==> src/rtl/grad_prep_pkg.sv <==
// Shared constants and types for the gradient front end (grad_prep).
package grad_prep_pkg;

  localparam int unsigned BIN_W          = 5;
  localparam int unsigned NBINS_UNSIGNED = 9;
  localparam int unsigned NBINS_SIGNED   = 18;
  localparam int unsigned TAN_W          = 12;

  // Q8 tangents of 20/40/60/80 degrees; index 0 is tan 20.
  localparam logic [3:0][TAN_W-1:0] TAN_Q8 = {12'd1452, 12'd443, 12'd215, 12'd93};

  // Angular quadrant of the gradient; each maps the sector count n to a bin.
  typedef enum logic [1:0] {
    QUAD_I,
    QUAD_II,
    QUAD_III,
    QUAD_IV
  } quad_t;

  function automatic logic [BIN_W-1:0] bin_from_quad(input quad_t q, input logic [2:0] n);
    logic [BIN_W-1:0] b;
    case (q)
      QUAD_I:   b = BIN_W'(n);
      QUAD_II:  b = BIN_W'(NBINS_UNSIGNED - 1) - BIN_W'(n);
      QUAD_III: b = BIN_W'(NBINS_UNSIGNED) + BIN_W'(n);
      QUAD_IV:  b = BIN_W'(NBINS_SIGNED - 1) - BIN_W'(n);
      default:  b = BIN_W'(n);
    endcase
    return b;
  endfunction

endpackage

==> src/rtl/grad_delay.sv <==
// Fixed-depth shift register with asynchronous active-low clear.
module grad_delay #(
  parameter int unsigned WIDTH = 1,
  parameter int unsigned DEPTH = 1
) (
  input  logic             clk,
  input  logic             rst_n,
  input  logic [WIDTH-1:0] i_d,
  output logic [WIDTH-1:0] o_q
);

  logic [WIDTH-1:0] r_sr [DEPTH];

  // Shift one stage per cycle; reset clears every entry.
  always_ff @(posedge clk or negedge rst_n) begin
    if (!rst_n) begin
      for (int unsigned k = 0; k < DEPTH; k++) r_sr[k] <= '0;
    end else begin
      r_sr[0] <= i_d;
      for (int unsigned k = 1; k < DEPTH; k++) r_sr[k] <= r_sr[k-1];
    end
  end

  assign o_q = r_sr[DEPTH-1];

endmodule

==> src/rtl/grad_prep.sv <==
// Gradient front end: gx/gy, squared magnitude for the sqrt stage, and an
// orientation bin delayed to line up with the sqrt output.
// Build option GRAD_SIGNED_BIN_EN: 18 signed bins over 360 deg (default 9 unsigned).
module grad_prep
  import grad_prep_pkg::*;
#(
  parameter int unsigned PIX_W    = 8,
  parameter int unsigned MAG_W    = 18,
  parameter int unsigned SQRT_LAT = 13
) (
  input  logic             clk,
  input  logic             rst_n,
  input  logic             i_valid,
  input  logic [PIX_W-1:0] i_left,
  input  logic [PIX_W-1:0] i_right,
  input  logic [PIX_W-1:0] i_up,
  input  logic [PIX_W-1:0] i_down,
  output logic [MAG_W-1:0] o_mag_sq,
  output logic             o_sq_valid,
  output logic [BIN_W-1:0] o_bin_al,
  output logic             o_valid_al
);

  localparam int unsigned GW   = PIX_W + 1;
  localparam int unsigned SQ_W = 2 * PIX_W;
  localparam int unsigned CW   = PIX_W + TAN_W;

  // Stage 1
  logic signed [GW-1:0] r_s1_gx, r_s1_gy;
  // Stage 2
  logic [PIX_W-1:0] r_s2_ax, r_s2_ay;
  logic [SQ_W-1:0]  r_s2_sqx, r_s2_sqy;
  logic [3:0]       r_s2_c;
  logic             r_s2_zero;
  quad_t            r_s2_quad;
  // Stage 3
  logic [MAG_W-1:0] r_s3_mag;
  logic [BIN_W-1:0] r_s3_bin;

  logic             w_gx_neg, w_gy_neg, w_gx_zero, w_gy_zero, w_zero;
  logic [PIX_W-1:0] w_ax, w_ay;
  logic [3:0]       w_c;
  quad_t            w_quad;
  logic [2:0]       w_n;
  logic [BIN_W-1:0] w_bin;
  logic             w_sq_valid;
  logic [BIN_W:0]   w_al;

  // S1: central differences, signed PIX_W+1 bits.
  always_ff @(posedge clk or negedge rst_n) begin
    if (!rst_n) begin
      r_s1_gx <= '0;
      r_s1_gy <= '0;
    end else begin
      r_s1_gx <= $signed({1'b0, i_right}) - $signed({1'b0, i_left});
      r_s1_gy <= $signed({1'b0, i_down}) - $signed({1'b0, i_up});
    end
  end

  // S2 combinational: magnitudes, quadrant and tangent-threshold compares.
  always_comb begin
    w_gx_neg  = r_s1_gx[GW-1];
    w_gy_neg  = r_s1_gy[GW-1];
    w_gx_zero = (r_s1_gx == '0);
    w_gy_zero = (r_s1_gy == '0);
    w_zero    = w_gx_zero && w_gy_zero;
    w_ax      = w_gx_neg ? PIX_W'(-r_s1_gx) : r_s1_gx[PIX_W-1:0];
    w_ay      = w_gy_neg ? PIX_W'(-r_s1_gy) : r_s1_gy[PIX_W-1:0];
    w_quad    = QUAD_I;
`ifdef GRAD_SIGNED_BIN_EN
    if (!w_gx_neg && !w_gx_zero && !w_gy_neg)     w_quad = QUAD_I;
    else if ((w_gx_neg || w_gx_zero) && !w_gy_neg && !w_gy_zero) w_quad = QUAD_II;
    else if (w_gx_neg && (w_gy_neg || w_gy_zero)) w_quad = QUAD_III;
    else                                          w_quad = QUAD_IV;
`else
    // Folding (negating gx and gy when gx<0) leaves |gx|,|gy| unchanged and
    // only flips the sign of gy, so the fold reduces to this sign test.
    if (w_gx_neg ? (!w_gy_neg && !w_gy_zero) : w_gy_neg) w_quad = QUAD_II;
    else                                                 w_quad = QUAD_I;
`endif
    for (int unsigned k = 0; k < 4; k++)
      w_c[k] = (CW'(w_ay) << 8) >= (CW'(w_ax) * CW'(TAN_Q8[k]));
  end

  // S2 register: magnitudes, squares, compare flags, quadrant, zero flag.
  always_ff @(posedge clk or negedge rst_n) begin
    if (!rst_n) begin
      r_s2_ax   <= '0;
      r_s2_ay   <= '0;
      r_s2_sqx  <= '0;
      r_s2_sqy  <= '0;
      r_s2_c    <= '0;
      r_s2_zero <= 1'b0;
      r_s2_quad <= QUAD_I;
    end else begin
      r_s2_ax   <= w_ax;
      r_s2_ay   <= w_ay;
      r_s2_sqx  <= SQ_W'(w_ax) * SQ_W'(w_ax);
      r_s2_sqy  <= SQ_W'(w_ay) * SQ_W'(w_ay);
      r_s2_c    <= w_c;
      r_s2_zero <= w_zero;
      r_s2_quad <= w_quad;
    end
  end

  // S3 combinational: sector count and final bin.
  always_comb begin
    w_n   = 3'(r_s2_c[0]) + 3'(r_s2_c[1]) + 3'(r_s2_c[2]) + 3'(r_s2_c[3]);
    w_bin = r_s2_zero ? '0 : bin_from_quad(r_s2_quad, w_n);
  end

  // S3 register: exact squared magnitude and bin.
  always_ff @(posedge clk or negedge rst_n) begin
    if (!rst_n) begin
      r_s3_mag <= '0;
      r_s3_bin <= '0;
    end else begin
      r_s3_mag <= MAG_W'(r_s2_sqx) + MAG_W'(r_s2_sqy);
      r_s3_bin <= w_bin;
    end
  end

  grad_delay #(
    .WIDTH(1),
    .DEPTH(3)
  ) u_valid_pipe (
    .clk  (clk),
    .rst_n(rst_n),
    .i_d  (i_valid),
    .o_q  (w_sq_valid)
  );

  grad_delay #(
    .WIDTH(BIN_W + 1),
    .DEPTH(SQRT_LAT)
  ) u_align (
    .clk  (clk),
    .rst_n(rst_n),
    .i_d  ({r_s3_bin, w_sq_valid}),
    .o_q  (w_al)
  );

  // The magnitude and ax/ay registers are kept for the sqrt hookup; ax/ay
  // themselves are only consumed through the squares.
  logic w_unused;
  assign w_unused = ^{r_s2_ax, r_s2_ay};

  assign o_mag_sq   = r_s3_mag;
  assign o_sq_valid = w_sq_valid;
  assign o_bin_al   = w_al[BIN_W:1];
  assign o_valid_al = w_al[0];

endmodule

==> config.mk <==
export PLATFORM = sky130hd
export DESIGN_NAME = grad_prep
export DESIGN_NICKNAME = d
export VERILOG_FILES = /design/src/rtl/grad_prep_pkg.sv /design/src/rtl/grad_delay.sv /design/src/rtl/grad_prep.sv
export SDC_FILE = /design/constraint.sdc
export NUM_CORES = 1
export LEC_CHECK = 0
export CAP_MARGIN = 30
export CORE_MARGIN = 3
export CORE_UTILIZATION = 39
export DETAILED_ROUTE_END_ITERATION = 12
export REMOVE_ABC_BUFFERS = 1
export SYNTH_ARGS = -nofsm -noshare
export SYNTH_HDL_FRONTEND = slang
export SYNTH_SLANG_ARGS = --single-unit
==> constraint.sdc <==
create_clock -name clk -period 20.9 [get_ports clk]
set_input_delay 4.18 -clock clk [delete_from_list [all_inputs] [get_ports clk]]
set_output_delay 4.18 -clock clk [all_outputs]
set_load 0.1 [all_outputs]
==> metrics.md, run 1 <==
| Metric | Value |
|---|---|
| RSZ-0062 raised after global routing | `no` |
| Die span in x | `196 microns` |
| DRT Pass-1 Iters | `5` |
| Achievable frequency | `127 MHz` |
| Post-synthesis sequential area ratio | `25.3%` |
| Final worst slack | `13,030 ps` |
| Core area | `35,700 sq um` |
| # hold bufs at CTS | `0` |
| Die area | `38,600 sq um` |
| Effective utilization at floorplan | `39.6%` |
| Final worst-path cycle share | `37.7%` |
| Dpl cell area | `15,200 sq um` |
| ANT nets after route | `0` |
| Critical Path End Type | `flip-flop` |
| Mux share of post-synthesis cell area | `0.443%` |
| EDFF count, synth | `0` |
| Commonest cells after routing, fill and taps aside | `ha_1, inv_1, dfrtp_1, fa_1, nor2_1` |
| Status | `finished clean` |
| Clock sinks | `143` |
| Top FF cell, synth | `dfrtp_1` |
| I/O pin cnt | `60` |
| GRT Total Usage | `17.0%` |
| XOR/XNOR Fraction of Synth Area | `6.94%` |
| Final HPWL DP | `25,400 microns` |
| Final net count | `1,880` |
| First-pass GRT wire length | `52,000 microns` |
| WL/cell | `16.2 microns` |
| First DRT Iteration DRCs | `474` |
| Clock transition at the registers of the reported paths | `80 ps` |
| Drt drc | `0` |
| Final Setup Violations | `0` |
| Vias | `9,642` |
| Post-synthesis adder-cell area fraction | `40.5%` |
| Largest net degree at the start of global routing | `74` |
| CP dominant cell by count | `inv_1` |
| Wirelength, routed | `31,300 microns` |
| Setup TNS | `0 ps` |
| Vias in the first global route | `10,200` |
| CP Class | `flip-flop to flip-flop` |
| P&R area growth vs syn | `12.0%` |
| Commonest non-fill, non-tap cell in the layout | `ha_1` |
| Rows | `69` |
| Mean area per synthesized cell | `10.1 sq um` |
| Max-cap violations | `0` |
| Largest family of logic cells by synthesized area | `adder cells` |
| Post-CTS setup buffers | `0` |
| Yosys warnings | `0` |
| Share of cells above drive strength 1 | `4.75%` |
| Initial antenna violation count | `1` |
| Via density | `4.99` |
| Height of the die | `196 microns` |
| Clock Skew | `18.5 ps` |
| CTS tree | `done` |
| Pins over their slew limit | `0` |
| Fillcell total | `3,376` |
| Slew headroom | `33.1%` |
| Post-synth ARST share | `100%` |
| Flops & latches, synth | `143` |
| Synthesized area | `14,100 sq um` |
| Largest stage delay, worst path | `710 ps` |
| Post-Synth Simple-Gate Area | `9.26%` |
| H-tree Lvls | `4` |
| Clk buf depth | `2` |
| Storage cell area | `3580 sq um` |
| Critical Path RT | `21,220 ps` |
| Diodes inserted | `0` |
| Post-Place Worst Slack | `12,960 ps` |
| Crit Path Max Fanout | `17` |
| Num CTS Buffers | `17` |
| Slew @ Worst Pin | `1000 ps` |
| Post-synth cell types | `73` |
| Crit path launch type | `flip-flop` |
| Finished Cell Area | `15,800 sq um` |
| IO buf count | `57` |
| Worst hold path class | `flip-flop to flip-flop` |
| Crit path DAT | `8190 ps` |
| Period minus WS final | `7870 ps` |
| Clock Tree Root | `clkbuf_16` |
| GPL Wtd Cong | `0.930` |
| Slowest library cell on the worst path | `xnor2_1` |
| Cells after Synth | `1,394` |
| Final-report hold violation count | `0` |
| CTS-repair resized insts | `0` |
| Multi-input combinational cell area | `9550 sq um` |
| Clk Latency, worst-skew pair | `430 ps` |
| GRT overflow | `0` |
| Synth Area in Compound Gates | `10.4%` |
## cell usage after synthesis (all sizes together) (7+ instances only)
cell type / instances / share of area [%]
a211oi: 9 / 0.48
a21boi: 7 / 0.37
a21o: 31 / 1.6
a21oi: 55 / 1.9
buf: 7 / 0.35
clkbuf: 8 / 0.21
dfrtp: 143 / 25
fa: 120 / 17
ha: 265 / 23
inv: 246 / 6.6
nand2: 52 / 1.4
nand2b: 13 / 0.58
nand3: 17 / 0.60
nor2: 102 / 2.7
nor2b: 9 / 0.40
nor3: 27 / 0.96
o21a: 14 / 0.74
o21ai: 48 / 1.7
o21bai: 9 / 0.48
o31ai: 7 / 0.54
or2: 7 / 0.31
xnor2: 58 / 3.6
xor2: 51 / 3.3
## cell families (layout without fill, tap and decap cells)
group | after synthesis | after routing
adder cells (fa/ha/maj) | 385 | 385
other | 1 | 2
buffers and inverters | 261 | 339
flip-flops | 143 | 143
XOR/XNOR | 109 | 109
AND/OR/NAND/NOR | 270 | 270
AO/OA/AOI/OAI | 219 | 219
multiplexers | 6 | 6
## cell type report
type	count	area share (%)
clock buffer	17	2.69
clock inverter	15	1.08
tap	461	3.64
sequential	143	22.6
multi-input combinational	991	60.3
inverter	246	5.85
timing repair buffer	61	3.80
## stage by stage
stage          utilization [%]  hold slack [ps]  instances
6_report                  44.4              338       1934
3_3_place_gp              42.7              331       1902
5_1_grt                   44.4              345       1934
2_1_floorplan                -              331       1380
3_5_place_dp              42.7              335       1902
4_1_cts                   44.4              342       1934
## path summary, 6_finish.rpt
path                                            start                          to  cells after the start  slack, ps
max                              r_s1_gx[0]$_DFF_PN0_         r_s2_c[2]$_DFF_PN0_                     26      13030
min                        u_align.r_sr[67]$_DFF_PN0_  u_align.r_sr[61]$_DFF_PN0_                      0        340
max reg2reg                      r_s1_gx[0]$_DFF_PN0_         r_s2_c[2]$_DFF_PN0_                     26      13030
min reg2reg                u_align.r_sr[67]$_DFF_PN0_  u_align.r_sr[61]$_DFF_PN0_                      0        340
max in group asynchronous                       rst_n       o_mag_sq[0]$_DFF_PN0_                      2      15820
min in group asynchronous                       rst_n    u_align.o_q[1]$_DFF_PN0_                      1       3750
## worst max-delay path: cells and delay by family, from the launching register on
kind                       cells  cell delay [ps]
adders and majority gates      7             3100
AOI/OAI and AO/OA              8             1540
buffers and inverters          6             1130
xor gates and xnor gates       2              870
DFF                            1              670
and+or+nand+nor                3              440
## routing by layer
| metal | vias up | part of all wire [%] | global-route usage, % |
|---|---|---|---|
| li1 | 4758 | - | - |
| met1 | 4668 | 46 | 22.7 |
| met2 | 163 | 48 | 28.7 |
| met3 | 51 | 3.4 | 2.65 |
| met4 | 2 | 3.0 | 4.96 |
| met5 | - | 0.042 | 0 |
## flip-flops by register name (all words and copies together), names as in the netlist, 5 cells and up
register / count
o_mag_sq: 17
r_s1_gx: 9
r_s1_gy: 9
r_s2_sqx: 15
r_s2_sqy: 15
u_align.o_q: 5
u_align.r_sr: 60
Power of run 1 is left out: the tool's default activity adds up to more than one toggle a clock period on the data nets, which glitch-free logic cannot reach.
==> run 2, diff against run 1 <==
clock period = 8.26 ns   (was 20.9 ns; I/O delays follow)
==> run 2 against run 1 <==
Against the previous run: first-iteration DRC count grew 33%; highest routed layer is now met4; setup slack got worse by 12000 ps; clock skew is 1.1 ps higher; cell area up 0.73%; flip-flop and latch count is the same; wire length shrank 0.73%; register-to-register slack got worse by 12000 ps; sequential share of layout area decreased by 0.16 points; largest cell class unchanged.
==> metrics.md, run 2 (same netlist as run 1, synthesis figures left out) <==
| Metric | Value |
|---|---|
| P&R area growth vs syn | `12.8%` |
| Clock Tree Root | `clkbuf_16` |
| IO buf count | `57` |
| CTS tree | `done` |
| Period minus WS final | `7000 ps` |
| Initial antenna violation count | `0` |
| Critical Path RT | `8570 ps` |
| Crit Path Max Fanout | `9` |
| Buf/Inv on CP | `6` |
| Rows | `69` |
| Status | `finished clean` |
| Num CTS Buffers | `17` |
| Worst reg2reg endpoint | `r_s2_c[2]$_DFF_PN0_` |
| R2R cell count | `27` |
| H-tree Lvls | `4` |
| Wirelength, routed | `31,000 microns` |
| CTS-repair resized insts | `0` |
| Vias | `9,685` |
| Slew headroom | `34.4%` |
| Max-cap violations | `0` |
| Slowest library cell on the worst path | `fa_1` |
| Final HPWL DP | `25,500 microns` |
| Final worst slack | `1260 ps` |
| GRT overflow | `0` |
| Pins over their slew limit | `0` |
| Clk Latency, worst-skew pair | `430 ps` |
| First-pass GRT wire length | `51,100 microns` |
| Largest register FFs | `60` |
| Hold_sp | `u_align.r_sr[60]$_DFF_PN0_` |
| WL/cell | `16.0 microns` |
| Share of cells above drive strength 1 | `5.20%` |
| Largest net degree at the start of global routing | `76` |
| Setup TNS | `0 ps` |
| First DRT Iteration DRCs | `631` |
| Fillcell total | `3,362` |
| Slew @ Worst Pin | `981 ps` |
| Crit path launch type | `flip-flop` |
| Diodes inserted | `0` |
| Commonest non-fill, non-tap cell in the layout | `ha_1` |
| GRT Total Usage | `16.8%` |
| Hold path endpoint | `u_align.r_sr[54]$_DFF_PN0_` |
| Worst hold path class | `flip-flop to flip-flop` |
| Clk buf depth | `2` |
| Height of the die | `196 microns` |
| Biggest register | `u_align.r_sr` |
| Core area | `35,700 sq um` |
| Die area | `38,600 sq um` |
| Effective utilization at floorplan | `39.6%` |
| I/O pin cnt | `60` |
| ANT nets after route | `0` |
| Vias in the first global route | `10,000` |
| Final Setup Violations | `0` |
| R2r setup slk | `1260 ps` |
| Largest stage delay, worst path | `570 ps` |
| RSZ-0062 raised after global routing | `no` |
| CP Class | `flip-flop to flip-flop` |
| Final-report hold violation count | `0` |
| Achievable frequency | `143 MHz` |
| Hold path depth | `0` |
| Die span in x | `196 microns` |
| Post-CTS setup buffers | `0` |
| Commonest cells after routing, fill and taps aside | `ha_1, inv_1, dfrtp_1, fa_1, nor2_1` |
| Clock transition at the registers of the reported paths | `70 ps` |
| R2R Path Start | `r_s1_gx[0]$_DFF_PN0_` |
| Post-layout util | `44.7%` |
| Crit path DAT | `7310 ps` |
| Clock Skew | `19.6 ps` |
| Post-Place Worst Slack | `1320 ps` |
| CP dominant cell by count | `inv_1` |
| Clock sinks | `143` |
| DRT Pass-1 Iters | `5` |
| GPL Wtd Cong | `0.931` |
| # hold bufs at CTS | `0` |
| Via density | `4.99` |
| Delay-heaviest family, CP | `adder cells` |
| Final net count | `1,887` |
| Critical Path End Type | `flip-flop` |
| Finished Cell Area | `15,900 sq um` |
| Dpl cell area | `15,300 sq um` |
| Final worst-path cycle share | `84.7%` |
| Drt drc | `0` |
[run 2: cell count changes in the layout (fill, tap and decap cells not counted), sizes merged]
| cell | delta |
|---|---|
| inv | +2 |
| buf | +7 |
| bufinv | +3 |
| clkinvlp | -3 |
| clkinv | -2 |
[run 2: per-layer routing]
layer / wire length (microns) / global-route usage [%]
met1: 14100 / 22.2
met3: 1290 / 2.65
met4: 1150 / 6.36
met5: 0 / 0
met2: 14500 / 27.9
[run 2: worst max-delay path by stage]
stage | start | to | slack (ps) | cells after the start
detailed placement | r_s1_gx[0]$_DFF_PN0_ | r_s2_c[2]$_DFF_PN0_ | 1320 | 27
CTS | r_s1_gx[0]$_DFF_PN0_ | r_s2_c[2]$_DFF_PN0_ | 1290 | 27
finish | r_s1_gx[0]$_DFF_PN0_ | r_s2_c[2]$_DFF_PN0_ | 1260 | 27
floorplan | r_s1_gx[0]$_DFF_PN0_ | r_s2_c[2]$_DFF_PN0_ | 1330 | 26
global route | r_s1_gx[0]$_DFF_PN0_ | r_s2_c[2]$_DFF_PN0_ | 620 | 27
global placement | r_s1_gx[0]$_DFF_PN0_ | r_s2_c[2]$_DFF_PN0_ | 1430 | 27
[run 2: through the flow]
stage / cells / hold WS (ps)
2_1_floorplan: 1380 / 331
3_3_place_gp: 1908 / 331
3_5_place_dp: 1908 / 335
4_1_cts: 1940 / 346
5_1_grt: 1941 / 351
6_report: 1941 / 345
[run 2: cell type report]
| type | instances | area, sq um | share of cell area [%] |
|---|---|---|---|
| flip-flops and latches | 143 | 3580 | 22.4 |
| multi-input cells | 991 | 9550 | 59.9 |
| clock buffers | 17 | 425 | 2.67 |
| repair buffers | 68 | 674 | 4.23 |
| inverters | 246 | 926 | 5.81 |
| well taps | 461 | 577 | 3.62 |
| clock inverters | 15 | 214 | 1.34 |
[run 2: worst reg2reg max path, stage by stage (launching register included)]
cell       delay, ps
dfrtp_1          380
inv_1            290
ha_1             320
nand2_1           70
nand2_1           80
xor2_1           420
inv_1            370
fa_1             580
inv_1             50
fa_1             490
inv_1             60
fa_1             530
inv_1             60
fa_1             530
inv_1             40
ha_1             330
o21a_1           200
o2111ai_1        210
o21ai_0          110
nor2_1           140
xor2_1           180
ha_1             260
and4_1           220
a21o_1           180
a2111oi_0        390
o31ai_1          140
a21oi_1          200
nor3b_2           70
Power of run 2 is left out for the same reason.
==> run 3, diff against run 2 <==
clock period = 5.9 ns   (was 8.26 ns; I/O delays follow)
==> run 3 against run 2 <==
Against the previous run: setup slack worse by 1300 ps; clock-buffer cell count unchanged; the flow now finishes with violations (negative setup slack); sequential share of layout area fell by 1.8 points; highest routed layer unchanged; critical path depth down 2; via count grew 5.0%; flip-flop and latch count unchanged; hold slack got worse by 6.9 ps; cell area grew 8.5%; die area unchanged.
==> metrics.md, run 3 (same netlist as run 1, synthesis figures left out) <==
| Metric | Value |
|---|---|
| Status | `finished with violations` |
| Failing checks | `negative setup slack` |
| Final-report hold violation count | `0` |
| Biggest register | `u_align.r_sr` |
| Clock Skew | `18.5 ps` |
| Fillcell total | `3,319` |
| DRT Pass-1 Iters | `4` |
| Commonest cells after routing, fill and taps aside | `ha_1, inv_1, dfrtp_1, buf_4, fa_1` |
| RSZ-0062 raised after global routing | `yes` |
| Post-layout util | `48.5%` |
| First DRT Iteration DRCs | `414` |
| Vias | `10,200` |
| Final worst-path cycle share | `101%` |
| Hold path depth | `0` |
| Critical Path RT | `6210 ps` |
| Clock transition at the registers of the reported paths | `80 ps` |
| Grt met3 use | `1.66%` |
| Drt drc | `0` |
| Effective utilization at floorplan | `39.6%` |
| CTS tree | `done` |
| Worst hold path class | `flip-flop to flip-flop` |
| # hold bufs at CTS | `0` |
| Share of cells above drive strength 1 | `17.2%` |
| Largest net degree at the start of global routing | `87` |
| Crit path DAT | `6290 ps` |
| Buf/Inv on CP | `5` |
| GPL Wtd Cong | `0.913` |
| M1 GR Usage | `22.7%` |
| Final worst slack | `-78.2 ps` |
| Rows | `69` |
| Slowest library cell on the worst path | `or4_4` |
| I/O pin cnt | `60` |
| Num CTS Buffers | `17` |
| Commonest non-fill, non-tap cell in the layout | `ha_1` |
| First-pass GRT wire length | `54,400 microns` |
| Core area | `35,700 sq um` |
| Via density | `4.91` |
| Largest register FFs | `60` |
| Clock sinks | `143` |
| Hold path endpoint | `u_align.r_sr[27]$_DFF_PN0_` |
| CP Class | `flip-flop to flip-flop` |
| ANT nets after route | `0` |
| Final HPWL DP | `27,200 microns` |
| Clock Tree Root | `clkbuf_16` |
| Pins over their slew limit | `0` |
| GR Util met2 | `31.5%` |
| Wirelength, routed | `33,000 microns` |
| Slew headroom | `33.2%` |
| Clk buf depth | `2` |
| Post-Place Worst Slack | `-537 ps` |
| Largest stage delay, worst path | `550 ps` |
| Final net count | `2,017` |
| P&R area growth vs syn | `22.4%` |
| GRT Total Usage | `17.7%` |
| Achievable frequency | `167 MHz` |
| Die span in x | `196 microns` |
| IO buf count | `57` |
| Diodes inserted | `0` |
| R2R Path Start | `r_s1_gx[3]$_DFF_PN0_` |
| GRT overflow | `0` |
| H-tree Lvls | `4` |
| Crit path launch type | `flip-flop` |
| Final Setup Violations | `1` |
| Crit Path Max Fanout | `4` |
| Die area | `38,600 sq um` |
| Height of the die | `196 microns` |
| R2r setup slk | `-80 ps` |
| Vias in the first global route | `10,900` |
| Hold_sp | `u_align.r_sr[33]$_DFF_PN0_` |
| Max-cap violations | `0` |
| WL/cell | `15.9 microns` |
| Delay-heaviest family, CP | `adder cells` |
| Critical Path End Type | `flip-flop` |
| Slew @ Worst Pin | `998 ps` |
| Initial antenna violation count | `0` |
| Worst reg2reg endpoint | `r_s2_c[2]$_DFF_PN0_` |
| Gr busiest metal | `met2` |
| R2R cell count | `25` |
| Clk Latency, worst-skew pair | `420 ps` |
| Period minus WS final | `5980 ps` |
## run 3: worst max path at each step
stage / cells past startpoint / end / startpoint / slack (ps)
after floorplan: 26 / r_s2_c[2]$_DFF_PN0_ / r_s1_gx[0]$_DFF_PN0_ / -1030
after global placement: 25 / r_s2_c[2]$_DFF_PN0_ / r_s1_gx[3]$_DFF_PN0_ / -400
after detailed placement: 25 / r_s2_c[2]$_DFF_PN0_ / r_s1_gx[3]$_DFF_PN0_ / -540
after CTS: 25 / r_s2_c[2]$_DFF_PN0_ / r_s1_gx[2]$_DFF_PN0_ / -150
after global routing: 27 / r_s2_c[2]$_DFF_PN0_ / r_s1_gx[0]$_DFF_PN0_ / -350
final: 25 / r_s2_c[2]$_DFF_PN0_ / r_s1_gx[3]$_DFF_PN0_ / -80
## run 3: repair_timing
| action | CTS | global route |
|---|---|---|
| gates resized for setup | 58 | 40 |
| setup endpoints to repair | 5 | 7 |
| endpoints found under the hold margin | 0 | 0 |
| pin swaps | 43 | 35 |
| buffers inserted | 8 | 6 |
## run 3: per-stage QoR
stage | instances | cell area [sq um] | hold WS [ps] | TNS, ps
after floorplan | 1380 | 14100 | 331 | -2810
after CTS | 2066 | 17100 | 339 | -145
after global routing | 2071 | 17300 | 347 | -788
after global placement | 2026 | 16200 | 331 | -706
final | 2071 | 17300 | 338 | -78.2
after detailed placement | 2026 | 16200 | 335 | -1210
## run 3: metal layers
| layer | up-vias | wire length, microns |
|---|---|---|
| li1 | 5018 | - |
| met1 | 4937 | 14900 |
| met2 | 172 | 16200 |
| met3 | 43 | 875 |
| met4 | 0 | 1070 |
| met5 | - | 0 |
## run 3: layout make-up
class                      count  area, sq um  area share (%)
inverter                     246          926            5.35
tap                          461          577            3.33
clock inverter                15          165           0.955
clock buffer                  17          425            2.46
timing repair buffer         198         1640            9.49
multi-input combinational    991         9990            57.7
sequential                   143         3580            20.7
Power of run 3 is left out for the same reason.
